`config.mk`:
```
export PLATFORM = sky130hd
export DESIGN_NAME = reg_file_wb
export DESIGN_NICKNAME = d
export VERILOG_FILES = /design/src/rtl/reg_file_wb.sv
export SDC_FILE = /design/constraint.sdc
export NUM_CORES = 2
export LEC_CHECK = 0
export CAP_MARGIN = 40
export CORE_MARGIN = 1.5
export CORE_UTILIZATION = 65
export DETAILED_ROUTE_END_ITERATION = 16
export PLACE_DENSITY = 0.83
export SKIP_CTS_REPAIR_TIMING = 1
export SLEW_MARGIN = 30
export SYNTH_ARGS = -nofsm -noshare
export SYNTH_HDL_FRONTEND = slang
export SYNTH_SLANG_ARGS = --single-unit
```
`constraint.sdc`:
```
create_clock -name clk -period 2.2 [get_ports clk]
set_input_delay 0.66 -clock clk [delete_from_list [all_inputs] [get_ports clk]]
set_output_delay 0.66 -clock clk [all_outputs]
set_load 0.05 [all_outputs]
```
`src/rtl/reg_file_wb.sv`:
```
// Writeback-terminated register file: x0 hardwired to zero, two registered read ports.
// Optional same-edge write-to-read bypass is compiled in with `define REGFILE_BYPASS_EN.
module reg_file_wb #(
  parameter int DATA_WIDTH = 32,
  parameter int ADDR_WIDTH = 5
) (
  input  logic                  clk,
  input  logic                  rst_n,
  input  logic                  reg_file_write,
  input  logic [ADDR_WIDTH-1:0] addr_wr,
  input  logic [DATA_WIDTH-1:0] data_wr,
  input  logic                  rd_en,
  input  logic [ADDR_WIDTH-1:0] addr_rs1,
  input  logic [ADDR_WIDTH-1:0] addr_rs2,
  output logic [DATA_WIDTH-1:0] rs1_out,
  output logic [DATA_WIDTH-1:0] rs2_out,
  output logic                  rd_valid,
  output logic [7:0]            wr_count
);

  localparam int NUM_REGS = 2 ** ADDR_WIDTH;

  logic [DATA_WIDTH-1:0] regs    [1:NUM_REGS-1];
  logic [DATA_WIDTH-1:0] rd_view [NUM_REGS];
  logic                  wr_fire;
  logic [DATA_WIDTH-1:0] rs1_next;
  logic [DATA_WIDTH-1:0] rs2_next;

  assign wr_fire = reg_file_write && (addr_wr != '0);

  // x0 has no storage; the read view supplies a constant zero in its slot.
  assign rd_view[0] = '0;

  genvar gi;
  generate
    for (gi = 1; gi < NUM_REGS; gi++) begin : g_reg
      always_ff @(posedge clk or negedge rst_n) begin
        if (!rst_n) begin
          regs[gi] <= '0;
        end else if (wr_fire && (addr_wr == ADDR_WIDTH'(gi))) begin
          regs[gi] <= data_wr;
        end
      end
      assign rd_view[gi] = regs[gi];
    end
  endgenerate

`ifdef REGFILE_BYPASS_EN
  // wr_fire already excludes x0, so a zero read address never picks up data_wr.
  assign rs1_next = (wr_fire && (addr_wr == addr_rs1)) ? data_wr : rd_view[addr_rs1];
  assign rs2_next = (wr_fire && (addr_wr == addr_rs2)) ? data_wr : rd_view[addr_rs2];
`else
  assign rs1_next = rd_view[addr_rs1];
  assign rs2_next = rd_view[addr_rs2];
`endif

  always_ff @(posedge clk or negedge rst_n) begin
    if (!rst_n) begin
      rs1_out  <= '0;
      rs2_out  <= '0;
      rd_valid <= 1'b0;
    end else begin
      rd_valid <= rd_en;
      if (rd_en) begin
        rs1_out <= rs1_next;
        rs2_out <= rs2_next;
      end
    end
  end

  always_ff @(posedge clk or negedge rst_n) begin
    if (!rst_n) begin
      wr_count <= '0;
    end else if (wr_fire && (wr_count != 8'hFF)) begin
      wr_count <= wr_count + 8'd1;
    end
  end

endmodule

```
==> impl_results.rst <==
.. list-table::
   :header-rows: 1

   * - Metric
     - Value
   * - Minimum setup slack after placement
     - -0.7110 ns
   * - Synth Instances
     - 3988
   * - Status
     - complete, no violations
   * - Post-route DRC
     - 0
   * - ANT cells
     - 0
   * - Maximum VDD drop
     - 0.8065 mV
   * - Antenna Nets Post-Route
     - 0
   * - Kind of cell adding the most delay to the critical path
     - buffers and inverters
   * - Pin count of the biggest net entering global routing
     - 78
   * - Hold WC Path Type
     - input pin to asynchronous set/reset pin
   * - Slew margin rel.
     - between 60 and 70%
   * - Worst-case setup margin in the final layout
     - around 0.029 ns
   * - Clock transition time at the flip-flop clock pins of the worst setup and hold paths
     - about 0.06 ns
   * - H-tree Lvls
     - 3
   * - Static Leak
     - 29.49 nW
   * - Clock latency of the later-clocked register in the worst-skew pair
     - ~0.70 ns
   * - Final setup violation count
     - 0
   * - Flip-flop and latch count after synthesis
     - 1065
   * - Die outline area
     - 87860 um^2
   * - Chip height
     - slightly below 300 um
   * - Layout Skew
     - 0.02090 ns
   * - Mean instance size in the synthesized netlist
     - 14.03 um^2
   * - Number of pins exceeding their max-slew limit in the final report
     - 0
   * - CP Max Fanout
     - 17
   * - Post-Place Cell Area
     - 62750 um^2
   * - Effective utilization at floorplan
     - between 60% and 70%
   * - First-pass GRT wire length
     - 262600 um
   * - Power per cell area
     - between 800 and 900 nW/um^2
   * - Routed length per placed instance
     - 31.34 um
   * - Final critical-path required period
     - 2.171 ns
   * - Reg-to-reg critical path startpoint
     - rd_view[582]$_DFFE_PN0P_
   * - Clock buffer depth
     - 3
   * - 1st-iter DRT viols
     - around 4500
   * - Critical path buffer and inverter count
     - 3
   * - Sum of negative setup slack
     - 0 ns
   * - Floorplan die width
     - 296.4 um
   * - Average vias per placed instance
     - slightly above 7
   * - Worst endpoint required time
     - 2.76 ns
   * - Layout-stage area growth over the synthesis result
     - 18.61%
   * - Number of antenna violations at the first check in global routing
     - 2
   * - Top-Level Pins
     - 124
   * - Slowest library cell on the worst path
     - sky130_fd_sc_hd__clkdlybuf4s50_1
   * - Clock Sink Count
     - approximately 1100
   * - Root buffer selected by CTS
     - sky130_fd_sc_hd__clkbuf_16
   * - Dpl hpwl
     - roughly 120000 um
   * - Unrepaired setup endpoints after global routing
     - false
   * - Routed via count
     - 39980
   * - Crit Reg-Reg Endpoint
     - rs1_out[6]$_DFFE_PN0P_
   * - Number of nets in the layout
     - 4373
   * - Total clock buffers created by CTS
     - 109
   * - Residual overflow from global routing
     - 0
   * - Mapped Area
     - 55960 um^2
   * - Least-Margin Pin Slew
     - 0.5763 ns
   * - Maximum operating frequency
     - between 400 and 500 MHz
   * - Final core utilization
     - 77.83%
   * - R2R depth
     - 4
   * - Number of port buffers
     - 123
   * - Number of optimization iterations in the first detailed-route pass
     - 6
   * - Wirelength, routed
     - 173900 um
   * - Post-route cell area
     - 66370 um^2
   * - Max stage delay on crit path
     - 0.75 ns
   * - Nature of the critical path startpoint
     - input pin
   * - Cell chain of the critical path
     - clkdlybuf4s50_1 > nand2_1 > buf_4 > nor2_4 > buf_12 > mux2_2
   * - Number of endpoints with negative hold slack in the final report
     - 0
   * - GPL Wtd Cong
     - 0.9202
   * - Total routing usage reported by global routing
     - about two fifths
   * - Proportion of synthesized chip area in sequential cells
     - a little under half
   * - Max-cap violations
     - 0
   * - Count of different cell masters after synthesis
     - 43
   * - Crit Path Class
     - input pin to register
   * - Number of global-route vias before repair
     - 42310
   * - Endpoint class of the critical path
     - register
   * - Warning count from the yosys run
     - 0
   * - Final period utilization
     - between 90 and 100%
   * - Syn Nets
     - 4040
   * - Core Rows
     - 107
   * - Proportion of layout cells with a drive suffix above 1
     - between 40% and 50%
   * - CTS tree
     - built
   * - Worst hold margin
     - ~0.48 ns
   * - CORE AREA
     - 85280 um^2
   * - Register-to-register setup slack
     - ~0.39 ns
   * - Data arrival, critical path
     - ~2.7 ns
[report_power, final]
group | total [W] | leakage, nW | internal (W) | switching [W]
registers | 0.0267 | 13.6 | 0.0235 | 0.00324
logic | 0.0131 | 14.1 | 0.00731 | 0.00575
clock network | 0.0188 | 1.80 | 0.0109 | 0.00788
[layer usage]
| layer | wire length (um) | global-route usage, % |
|---|---|---|
| met5 | 26 | 0 |
| met3 | 17440 | 9.855 |
| met2 | 81560 | 63.28 |
| met1 | 62590 | 51.37 |
| met4 | 12260 | 25.05 |
[how the worst max path moves through the flow]
| stage | from | endpoint | depth (start not counted) |
|---|---|---|---|
| floorplan | addr_rs1[0] | rs1_out[10]$_DFFE_PN0P_ | 6 |
| global placement | addr_wr[0] | rd_view[705]$_DFFE_PN0P_ | 6 |
| detailed placement | addr_wr[4] | rd_view[705]$_DFFE_PN0P_ | 6 |
| CTS | wr_count[7]$_DFFE_PN0P_ | wr_count[7] | 1 |
| global route | addr_wr[3] | rd_view[6]$_DFFE_PN0P_ | 6 |
| finish | addr_wr[3] | rd_view[6]$_DFFE_PN0P_ | 6 |
[logic make-up after synthesis]
family	Yosys count	synth area share (%)
mux	1634	38.74
flops	1065	47.62
compound gates	513	6.594
buf+inv	428	3.618
simple gates	340	3.289
xor+xnor	7	0.1096
fa+ha+maj	1	0.02236
[through the flow]
stage / instances / total power [W]
3_3_place_gp: 5353 / 0.03863
3_5_place_dp: 5353 / 0.03955
5_1_grt: 5549 / 0.06059
4_1_cts: 5548 / 0.05843
6_report: 5549 / 0.05858
2_1_floorplan: 3988 / 0.03492
[state kept, by name (all words and copies together), names as in the netlist]
name,cells
rd_valid,1
wr_count,8
rs2_out,32
rs1_out,32
rd_view,992
[cells in the mapped netlist, drive strengths merged]
cell	instances	area share, %
dfrtp	1065	48
mux2	1056	21
mux4	320	13
mux2i	258	4.6
clkbuf	221	1.5
buf	206	2.1
nor2	81	0.54
nand2b	72	0.80
nor2b	71	0.79
nand3	69	0.62
o211ai	65	0.87
o21ai	65	0.59
a211oi	64	0.86
a21oi	64	0.57
a22o	64	1.0
o22ai	64	0.72
o31ai	64	0.86
a221o	63	1.1
nand2	15	0.10
xor2	7	0.11
nor3	6	0.063
nand4	5	0.056
nor4	4	0.072
and2	3	0.034
and3	3	0.034
and4b	2	0.036
nor3b	2	0.036
nor4bb	2	0.036
or2	2	0.022
ha	1	0.022
inv	1	0.0067
nand3b	1	0.013
nand4b	1	0.016
or4	1	0.013
[placed cells by master, fill, tap and decap left out, drive strengths merged, types with 65 or more instances in the layout]
cell,n
dfrtp,1065
mux2i,258
mux4,320
buf,604
o21ai,65
mux2,1056
nand2b,72
nand3,69
nor2b,71
nor2,81
clkbuf,160
o211ai,65
[area by class of cell]
cell class                 count  area, um^2
multi-input combinational   2495       27500
inverter                       1       3.754
sequential                  1065       26650
timing repair buffer         649        7182
clock buffer                 157        3179
tap                         1144        1431
fill                        4747       18910
clock inverter                38       430.4
(Power assumes the default switching activity.)
